--- config.mk ---
export PLATFORM = sky130hd
export DESIGN_NAME = reel_round_ctrl_flat
export DESIGN_NICKNAME = d
export VERILOG_FILES = /design/src/rtl/reel_round_ctrl_if.sv /design/src/rtl/reel_round_ctrl.sv /design/src/flat_wrapper.sv
export SDC_FILE = /design/constraint.sdc
export NUM_CORES = 1
export LEC_CHECK = 0
export BUFFER_PORTS_ARGS = -buffer_cell sky130_fd_sc_hd__buf_2
export CAP_MARGIN = 20
export CORE_UTILIZATION = 50
export DETAILED_ROUTE_END_ITERATION = 8
export PLACE_DENSITY = 0.71
export REMOVE_ABC_BUFFERS = 1
export SYNTH_ARGS = -nofsm -noshare
export SYNTH_HDL_FRONTEND = slang
export SYNTH_SLANG_ARGS = --single-unit
--- constraint.sdc ---
create_clock -name clk -period 2.72 [get_ports clk]
set_clock_uncertainty 0.15 [all_clocks]
set_input_delay 0.544 -clock clk [delete_from_list [all_inputs] [get_ports clk]]
set_output_delay 0.544 -clock clk [all_outputs]
set_load 0.01 [all_outputs]
--- src/rtl/reel_round_ctrl_if.sv ---
// Signal bundle between the slot-game round controller and its surroundings:
// KEY/SW request, raw reel values in; reel enables, symbols, credits and status out.
interface reel_round_ctrl_if;
  logic       spin_req;
  logic [2:0] reel0;
  logic [2:0] reel1;
  logic [2:0] reel2;
  logic [2:0] reel_run;
  logic [1:0] sym0;
  logic [1:0] sym1;
  logic [1:0] sym2;
  logic [6:0] credits;
  logic       busy;
  logic [1:0] result;
  logic       result_valid;
  logic       game_over;

  modport master (
    output spin_req, reel0, reel1, reel2,
    input  reel_run, sym0, sym1, sym2, credits, busy, result, result_valid, game_over
  );

  modport slave (
    input  spin_req, reel0, reel1, reel2,
    output reel_run, sym0, sym1, sym2, credits, busy, result, result_valid, game_over
  );
endinterface

--- src/rtl/reel_round_ctrl.sv ---
// Round controller: charges a credit, spins three reels, stops them on one-second
// boundaries, latches symbols (reel mod 3), scores the round and updates credits.
module reel_round_ctrl #(
  parameter int TICK_DIV      = 50_000_000,
  parameter int SPIN_SECS     = 2,
  parameter int STOP_GAP_SECS = 1,
  parameter int START_CREDITS = 10,
  parameter int WIN_CREDITS   = 5,
  parameter int PAIR_CREDITS  = 1
) (
  input logic              clk,
  input logic              reset,
  reel_round_ctrl_if.slave bus
);

  localparam logic [2:0] S_IDLE  = 3'd0;
  localparam logic [2:0] S_SPIN  = 3'd1;
  localparam logic [2:0] S_STOP1 = 3'd2;
  localparam logic [2:0] S_STOP2 = 3'd3;
  localparam logic [2:0] S_EVAL  = 3'd4;

  localparam int            PW        = (TICK_DIV > 1) ? $clog2(TICK_DIV) : 1;
  localparam logic [PW-1:0] PRESC_MAX = PW'(TICK_DIV - 1);
  localparam logic [7:0]    SPIN_LAST = 8'(SPIN_SECS - 1);
  localparam logic [7:0]    GAP_LAST  = 8'(STOP_GAP_SECS - 1);
  localparam logic [6:0]    START_C   = 7'(START_CREDITS);
  localparam logic [7:0]    WIN_C     = 8'(WIN_CREDITS);
  localparam logic [7:0]    PAIR_C    = 8'(PAIR_CREDITS);

  function automatic logic [1:0] mod3(input logic [2:0] v);
    logic [1:0] r;
    case (v)
      3'd0:    r = 2'd0;
      3'd1:    r = 2'd1;
      3'd2:    r = 2'd2;
      3'd3:    r = 2'd0;
      3'd4:    r = 2'd1;
      3'd5:    r = 2'd2;
      3'd6:    r = 2'd0;
      3'd7:    r = 2'd1;
      default: r = 2'd0;
    endcase
    return r;
  endfunction

  // Balance never exceeds 99, so a 9-bit sum cannot overflow before clamping.
  function automatic logic [6:0] sat_add(input logic [6:0] c, input logic [7:0] a);
    logic [8:0] s;
    logic [6:0] r;
    s = {2'b00, c} + {1'b0, a};
    if (s > 9'd99) begin
      r = 7'd99;
    end else begin
      r = s[6:0];
    end
    return r;
  endfunction

  logic [2:0]    state_q, state_d;
  logic [PW-1:0] presc_q, presc_d;
  logic [7:0]    secs_q, secs_d;
  logic          prev_q, prev_d;
  logic [2:0]    run_q, run_d;
  logic [1:0]    sym0_q, sym0_d, sym1_q, sym1_d, sym2_q, sym2_d;
  logic [6:0]    credits_q, credits_d;
  logic          busy_q, busy_d;
  logic [1:0]    result_q, result_d;
  logic          rv_q, rv_d;
  logic          go_q, go_d;
  logic          tick_s, accept_s, triple_s, pair_s;

  // Next-state logic: round sequencing, symbol latching, scoring and credit update.
  always_comb begin
    state_d   = state_q;
    presc_d   = presc_q;
    secs_d    = secs_q;
    prev_d    = bus.spin_req;
    run_d     = run_q;
    sym0_d    = sym0_q;
    sym1_d    = sym1_q;
    sym2_d    = sym2_q;
    credits_d = credits_q;
    busy_d    = busy_q;
    result_d  = result_q;
    rv_d      = 1'b0;

    tick_s   = (presc_q == PRESC_MAX);
    accept_s = bus.spin_req & ~prev_q;
    triple_s = (sym0_q == sym1_q) && (sym1_q == sym2_q);
    pair_s   = (sym0_q == sym1_q) || (sym1_q == sym2_q) || (sym0_q == sym2_q);

    case (state_q)
      S_IDLE: begin
        if (accept_s && (credits_q != 7'd0)) begin
          credits_d = credits_q - 7'd1;
          busy_d    = 1'b1;
          run_d     = 3'b111;
          presc_d   = '0;
          secs_d    = 8'd0;
          state_d   = S_SPIN;
        end else begin
          busy_d = 1'b0;
        end
      end
      S_SPIN, S_STOP1, S_STOP2: begin
        presc_d = tick_s ? '0 : presc_q + PW'(1);
        if (tick_s) begin
          secs_d = secs_q + 8'd1;
          if ((state_q == S_SPIN) && (secs_q == SPIN_LAST)) begin
            sym0_d   = mod3(bus.reel0);
            run_d[0] = 1'b0;
            secs_d   = 8'd0;
            state_d  = S_STOP1;
          end else if ((state_q == S_STOP1) && (secs_q == GAP_LAST)) begin
            sym1_d   = mod3(bus.reel1);
            run_d[1] = 1'b0;
            secs_d   = 8'd0;
            state_d  = S_STOP2;
          end else if ((state_q == S_STOP2) && (secs_q == GAP_LAST)) begin
            sym2_d   = mod3(bus.reel2);
            run_d[2] = 1'b0;
            secs_d   = 8'd0;
            state_d  = S_EVAL;
          end else begin
            state_d = state_q;
          end
        end else begin
          secs_d = secs_q;
        end
      end
      S_EVAL: begin
        if (triple_s) begin
          result_d  = 2'd2;
          credits_d = sat_add(credits_q, WIN_C);
        end else if (pair_s) begin
          result_d  = 2'd1;
          credits_d = sat_add(credits_q, PAIR_C);
        end else begin
          result_d  = 2'd0;
        end
        rv_d    = 1'b1;
        state_d = S_IDLE;
      end
      default: begin
        state_d = S_IDLE;
        run_d   = 3'b000;
        busy_d  = 1'b0;
      end
    endcase
  end

  assign go_d = (state_d == S_IDLE) && (credits_d == 7'd0);

  // State registers with synchronous reset; the request history resets high.
  always_ff @(posedge clk) begin
    if (reset) begin
      state_q   <= S_IDLE;
      presc_q   <= '0;
      secs_q    <= 8'd0;
      prev_q    <= 1'b1;
      run_q     <= 3'b000;
      sym0_q    <= 2'd0;
      sym1_q    <= 2'd0;
      sym2_q    <= 2'd0;
      credits_q <= START_C;
      busy_q    <= 1'b0;
      result_q  <= 2'd0;
      rv_q      <= 1'b0;
      go_q      <= (START_C == 7'd0);
    end else begin
      state_q   <= state_d;
      presc_q   <= presc_d;
      secs_q    <= secs_d;
      prev_q    <= prev_d;
      run_q     <= run_d;
      sym0_q    <= sym0_d;
      sym1_q    <= sym1_d;
      sym2_q    <= sym2_d;
      credits_q <= credits_d;
      busy_q    <= busy_d;
      result_q  <= result_d;
      rv_q      <= rv_d;
      go_q      <= go_d;
    end
  end

  assign bus.reel_run     = run_q;
  assign bus.sym0         = sym0_q;
  assign bus.sym1         = sym1_q;
  assign bus.sym2         = sym2_q;
  assign bus.credits      = credits_q;
  assign bus.busy         = busy_q;
  assign bus.result       = result_q;
  assign bus.result_valid = rv_q;
  assign bus.game_over    = go_q;

endmodule

--- src/flat_wrapper.sv ---
// flat-port wrapper written by rule: the top's interface ports become plain ports
module reel_round_ctrl_flat 
#(
  parameter int TICK_DIV      = 50_000_000,
  parameter int SPIN_SECS     = 2,
  parameter int STOP_GAP_SECS = 1,
  parameter int START_CREDITS = 10,
  parameter int WIN_CREDITS   = 5,
  parameter int PAIR_CREDITS  = 1
)
  (clk, reset, bus_spin_req, bus_reel0, bus_reel1, bus_reel2, bus_reel_run, bus_sym0, bus_sym1, bus_sym2, bus_credits, bus_busy, bus_result, bus_result_valid, bus_game_over);
  reel_round_ctrl_if bus_i ();
  input logic clk;
  input logic reset;
  input wire logic [$bits(bus_i.spin_req)-1:0] bus_spin_req;
  input wire logic [$bits(bus_i.reel0)-1:0] bus_reel0;
  input wire logic [$bits(bus_i.reel1)-1:0] bus_reel1;
  input wire logic [$bits(bus_i.reel2)-1:0] bus_reel2;
  output wire logic [$bits(bus_i.reel_run)-1:0] bus_reel_run;
  output wire logic [$bits(bus_i.sym0)-1:0] bus_sym0;
  output wire logic [$bits(bus_i.sym1)-1:0] bus_sym1;
  output wire logic [$bits(bus_i.sym2)-1:0] bus_sym2;
  output wire logic [$bits(bus_i.credits)-1:0] bus_credits;
  output wire logic [$bits(bus_i.busy)-1:0] bus_busy;
  output wire logic [$bits(bus_i.result)-1:0] bus_result;
  output wire logic [$bits(bus_i.result_valid)-1:0] bus_result_valid;
  output wire logic [$bits(bus_i.game_over)-1:0] bus_game_over;
  assign bus_i.spin_req = bus_spin_req;
  assign bus_i.reel0 = bus_reel0;
  assign bus_i.reel1 = bus_reel1;
  assign bus_i.reel2 = bus_reel2;
  assign bus_reel_run = bus_i.reel_run;
  assign bus_sym0 = bus_i.sym0;
  assign bus_sym1 = bus_i.sym1;
  assign bus_sym2 = bus_i.sym2;
  assign bus_credits = bus_i.credits;
  assign bus_busy = bus_i.busy;
  assign bus_result = bus_i.result;
  assign bus_result_valid = bus_i.result_valid;
  assign bus_game_over = bus_i.game_over;
  reel_round_ctrl #(.TICK_DIV(TICK_DIV), .SPIN_SECS(SPIN_SECS), .STOP_GAP_SECS(STOP_GAP_SECS), .START_CREDITS(START_CREDITS), .WIN_CREDITS(WIN_CREDITS), .PAIR_CREDITS(PAIR_CREDITS)) u_core (.clk(clk), .reset(reset), .bus(bus_i));
endmodule
# --- Yosys cells after proc, flatten, opt, wreduce, memory -nomap -nowiden ---
# Memory sizes are Yosys's and may differ from the RTL's. A register that Yosys moved wholly into a read port is not among the register bits.
# Cells that the tools add are included.
op_classes:
  order_cmp: 2
  bitwise: 5
  reduce_logical: 24
  addsub: 5
  eq_ne: 16
  muxes: 34
ops:
  columns: ["cell", "n"]
  rows:
  - ["$mux 26", 2]
  - ["$pmux 26 s2", 1]
  - ["$mux 8", 5]
  - ["$mux 7", 5]
  - ["$add 26x1->26 const B", 1]
  - ["$eq 26x26->1 const B", 1]
  - ["$mux 3", 7]
  - ["$gt 9x7->1 const B", 2]
  - ["$pmux 8 s2", 1]
  - ["$pmux 7 s2", 1]
  - ["$ne 2x1->1 const B", 5]
  - ["$reduce_and 5->1", 2]
  - ["$pmux 3 s3", 1]
  - ["$add 7x1->8 const B", 1]
  - ["$add 7x3->8 const B", 1]
  - ["$add 8x1->8 const B", 1]
  - ["$eq 8x1->1 const B", 1]
  - ["$logic_not 8->1", 1]
  - ["$reduce_and 4->1", 2]
  - ["$logic_not 7->1", 1]
  - ["$mux 1", 7]
  - ["$reduce_bool 7->1", 1]
  - ["$sub 7x1->7 const B", 1]
  - ["$eq 2x2->1", 3]
  - ["18 further kinds", 32]
totals:
  output_inout_bits: 21
  wordCells: 101
  n_memories: 3
  mem_bits_ro: 48
  reg_bits: 53
memory_table:
  columns: ["memory", "depth", "width", "rd", "rd_clocked_by_memory_dff", "write_ports", "line_no", "rtl"]
  rows:
  - ["(name not given)", 8, 2, 1, 1, 0, "reel_round_ctrl.sv:32", "case (v)"]
  - ["(name not given)", 8, 2, 1, 1, 0, "reel_round_ctrl.sv:32", null]
  - ["(name not given)", 8, 2, 1, 1, 0, "reel_round_ctrl.sv:32", null]

# --- Depth between registers and ports, before layout ---
logic_depth:
  depth_word: 9
  depth_mapped: 11

# --- Worst setup path after synthesis ---
# No wires, ideal clock.
synth_path:
  path_kind: "register -> register"
  start: "register u_core.credits_q[0] (netlist: u_core.bus.credits[0])"
  end: "register u_core.go_q (netlist: u_core.bus.game_over)"
  arrival_ps: 2561
  required_ps: 2509
  synth_period_minus_slack_ps: 2772
  stages_incl_launch_ff: 10
  slack_ps: -52
  n_path_buf: 1
  cell_sequence: "dfxtp_1 -> buf_2 -> inv_1 -> ha_1 -> or3b_2 -> a31oi_1 -> a21oi_1 -> o41ai_1 -> and4_1 -> and4b_1"
synth_via:
  elab_chain_cells: 8
  elab_cells_between_ends: 18
  cone_classes: "add/sub: 3; order compare: 2; mux: 8; reduce/logical: 5"
synth_rtl:
  columns: ["element", "line_no", "rtl"]
  rows:
  - ["start, declared", "reel_round_ctrl.sv:65", "logic [6:0] credits_q, credits_d;"]
  - ["start signal, assigned", "reel_round_ctrl.sv:179", "credits_q <= credits_d;"]
  - ["$add 7x1->8", "reel_round_ctrl.sv:50", "s = {2'b00, c} + {1'b0, a};"]
  - ["$gt 9x7->1", "reel_round_ctrl.sv:51", "if (s > 9'd99) begin"]
  - ["$mux 7", "reel_round_ctrl.sv:51", null]
  - ["$mux 7", "reel_round_ctrl.sv:135", "end else if (pair_s) begin"]
  - ["$mux 7", "reel_round_ctrl.sv:132", "if (triple_s) begin"]
  - ["$pmux 7 s2", "reel_round_ctrl.sv:92", "case (state_q)"]
  - ["$logic_not 7->1", "reel_round_ctrl.sv:152", "assign go_d = (state_d == S_IDLE) && (credits_d == 7'd0);"]
  - ["$logic_and 1x1->1 (*)", "reel_round_ctrl.sv:152", null]
  - ["end signal, assigned", "reel_round_ctrl.sv:169", "go_q <= (START_C == 7'd0);"]
  - ["end signal, assigned", "reel_round_ctrl.sv:183", "go_q <= go_d;"]
  - ["end, declared", "reel_round_ctrl.sv:69", "logic go_q, go_d;"]
# Every way passes the cells marked *; elsewhere a longest branch is shown, timed or not.
# A chain may end at the register's enable or synchronous reset.

# --- Final worst setup path ---
# Same ends and word-level chain as after synthesis.

==> flow_summary_export.csv <==
group,metric,value,unit
sta,max_freq,385,MHz
global_route,antenna_found_initial,0,
yosys,synth-xor-area-share,8.38,%
yosys,synth_adder_area_share,4.92,%
yosys,syn_inst,463,
setup_path,r2r_end,"u_core.bus.game_over$_SDFF_PP0_",
route,first_pass_iters,5,
sta,min_period,2.60,ns
status,outcome,"complete, no violations",
placed_design,gp_congestion,0.929,
yosys,synth_simple_gate_area_share,30.3,%
yosys,synth_top_flop_cell,"dfxtp_1",
yosys,synth_edf_count,0,
clock_network,cts.htree.levels,3,
sta,setup_tns,0,ns
sta,final.period_utilization,95.6,%
clock_network,cts_buffers,9,
floorplanning,core,7250,µm²
route,via_per_inst,5.91,
job,maxCapViolations,0,
sta,rsz0062_at_grt,"false",
placed_design,hpwl,6.80,mm
yosys,ys_ff_latch,59,
clock_network,cts_resized,0,
yosys,synth_compound_area_share,16.6,%
clock_network,clk_pin_slew,0.07,ns
yosys,seq_area_frac_synth,31.4,%
yosys,synth-async-reset-ratio,0,%
floorplanning,dieWidth,88.8,µm
sta,hold-worst-slack,0.286,ns
route,vias,3614,
pwr,intPower,1460,µW
clock_network,clk_latency,0.34,ns
clock_network,root_buffer,"clkbuf_8",
global_route,grt.overflow.total,0,
setup_path,reg2reg_slack,0.12,ns
yosys,synth_top_family_by_area,"simple AND/OR/NAND/NOR gates",
worst_hold_path,min_path_cells,2,
finish,syn_to_final_growth,15.8,%
clock_network,holdBufCountCts,0,
floorplanning,num_rows,31,
clock_network,cts_setup_buffers,0,
worst_hold_path,hold_end,"u_core.prev_q$_SDFF_PP1_",
yosys,yosys_warnings,0,
global_route,grt_pass1_vias,3320,
finish,nNetsFinal,535,
route,postRouteAntennaNets,0,
yosys,synth_mux_area_share,3.06,%
pwr,seqPwrFrac,46.2,%
route,drt_drc_violations_left,0,
setup_path,cp.required,2.85,ns
setup_path,endpoint_kind,"flip-flop",
yosys,ys_types,72,
sta,setup_viol_count_final,0,
clock_network,cts.sinks,59,
clock_network,tritoncts,"done",
floorplanning,start_util,51.9,%
route,wl_per_cell,15.1,µm
pwr,power.leakage,0.00171,µW
setup_path,r2r_start,"u_core.bus.credits[0]$_SDFF_PP0_",
worst_hold_path,worstHoldStart,"bus_spin_req",
setup_path,path_class,"reg2reg",
sta,worst_pin_slew,0.559,ns
finish,mostFrequentLayoutCell,"nor2_1",
setup_path,crit_path_start_kind,"flip-flop",
pwr,power_density,435,nW/µm²
pwr,ir_worst_vdd,0.000416,V
finish,final_cell_mix,"67 x nor2_1, 59 x dfxtp_1, 32 x buf_2, 31 x nand2_1, 26 x buf_4",
setup_path,reg2reg_depth,8,
global_route,grt_pass1_wl,15.4,mm
worst_hold_path,hp-class,"in2reg",
global_route,globalRouteTotalUtil,25.4,%
floorplanning,num_io_pins,33,
finish,postLayoutCoreUtil,60.1,%
yosys,synth_area,3760,µm²
floorplanning,dieHeight,88.8,µm
pwr,p_comb_share,7.5,%
global_route,grt_max_degree,34,
pwr,clkPwrFrac,46.3,%
pwr,p_sw,437,µW
setup_path,worstPathMaxFanout,9,
sta,finalMaxSlewViolations,0,
route,drtIter0Drc,250,
placed_design,port_buffers,32,
sta,relSlewSlack,61.8,%
sta,finalHoldViolations,0,
route,wirelength,9.22,mm
finish,drive_gt1_share,19.3,%
finish,antennaDiodeCount,0,
pwr,p_sw_share,23.1,%
clock_network,clockBufferDepth,2,
yosys,syn_avg_cell_area,8.13,µm²
floorplanning,dieArea,7880,µm²
setup_path,worstPathArrival,2.73,ns
-- registers in the layout, summed over array words and instances (netlist names), 2 cells and up --
name,flops
u_core.state_q,3
u_core.bus.sym1,2
u_core.bus.sym0,2
u_core.bus.result,2
u_core.bus.reel_run,3
u_core.bus.credits,7
u_core.presc_q,26
u_core.bus.sym2,2
u_core.secs_q,8
-- through the flow --
stage                     std cells  power (µW)  setup slack (ns)  area [µm²]
after floorplan                 440         974           -0.0570        3640
after global placement          597        1030             0.168        4120
after detailed placement        597        1030             0.105        4120
after CTS                       611        1910            0.0606        4340
after global routing            611        1960            0.0107        4360
final                           611        1890             0.120        4360
-- layer usage --
metal  vias to the layer above  GRT usage, %  share of wire, %
met5                         -             0                 0
met2                       143          38.0                44
met1                      1688          34.7                48
li1                       1751             -                 -
met3                        32          6.06               6.0
met4                         0          10.9               2.4
-- how the worst max path moves through the flow --
stage / startpoint / end / slack (ns) / cells after the start
floorplan: u_core.bus.credits[0]$_SDFF_PP0_ / u_core.bus.game_over$_SDFF_PP0_ / -0.06 / 8
global placement: u_core.bus.credits[0]$_SDFF_PP0_ / u_core.bus.game_over$_SDFF_PP0_ / 0.17 / 8
detailed placement: u_core.bus.credits[0]$_SDFF_PP0_ / u_core.bus.game_over$_SDFF_PP0_ / 0.10 / 8
CTS: u_core.bus.credits[0]$_SDFF_PP0_ / u_core.bus.game_over$_SDFF_PP0_ / 0.06 / 8
global route: u_core.bus.credits[1]$_SDFF_PP1_ / u_core.bus.game_over$_SDFF_PP0_ / 0.01 / 8
finish: u_core.bus.credits[0]$_SDFF_PP0_ / u_core.bus.game_over$_SDFF_PP0_ / 0.12 / 8
-- cell usage after synthesis, drive strengths merged, types with 2 or more instances --
cell type	number	area, µm²
a211o	3	26.3
a211oi	5	37.5
a21bo	2	20.0
a21oi	26	134
a22o	2	18.8
a22oi	4	35.0
a311oi	2	17.5
a31oi	4	25.0
and2	6	37.5
and3	14	87.6
and4	4	37.5
and4b	2	20.0
buf	10	71.3
clkbuf	13	48.8
dfxtp	59	1180
ha	14	175
inv	22	82.6
mux2	4	45.0
mux2i	7	70.1
nand2	31	116
nand2b	6	37.5
nand3	16	85.1
nand3b	2	15.0
nand4	12	81.3
nand4b	3	26.3
nor2	67	251
nor2b	4	25.0
nor3	11	55.1
nor3b	2	15.0
nor4	6	50.0
nor4b	6	73.8
o211ai	5	51.3
o21a	2	15.0
o21ai	16	80.1
o22a	2	17.5
o31ai	4	30.0
or2	4	25.0
or3	6	42.5
or3b	2	17.5
or4	2	15.0
xnor2	25	219
xor2	11	96.3
-- cells by family after synthesis --
logic type | Yosys count
compound gates | 90
xor+xnor | 36
fa+ha+maj | 15
buf+inv | 45
flops | 59
mux | 11
simple gates | 207
-- critical path: stages, from the launching register on --
cell and delay [ns]:
dfxtp_1 0.31, inv_1 0.11, ha_1 0.15, or3b_1 0.41, o211ai_4 0.31, o31ai_1 0.17, or4_1 0.43, a311oi_1 0.26
and4b_1 0.23
-- power by group through the flow --
stage | Sequential (µW) | Combinational [µW] | Clock [µW]
floorplan | 901 | 73.2 | 0
global placement | 894 | 133 | 0
detailed placement | 894 | 138 | 0
CTS | 875 | 139 | 895
global route | 875 | 156 | 934
finish | 875 | 142 | 878
-- final cells by class --
cell class / instances / area, µm²
clock buffer: 10 / 138
inverter: 22 / 82.6
fill: 666 / 2900
timing repair buffer: 58 / 355
multi-input combinational: 359 / 2400
clock inverter: 4 / 76.3
sequential: 59 / 1180
tap: 99 / 124
Note: power is estimated with default switching activity, not from simulation.
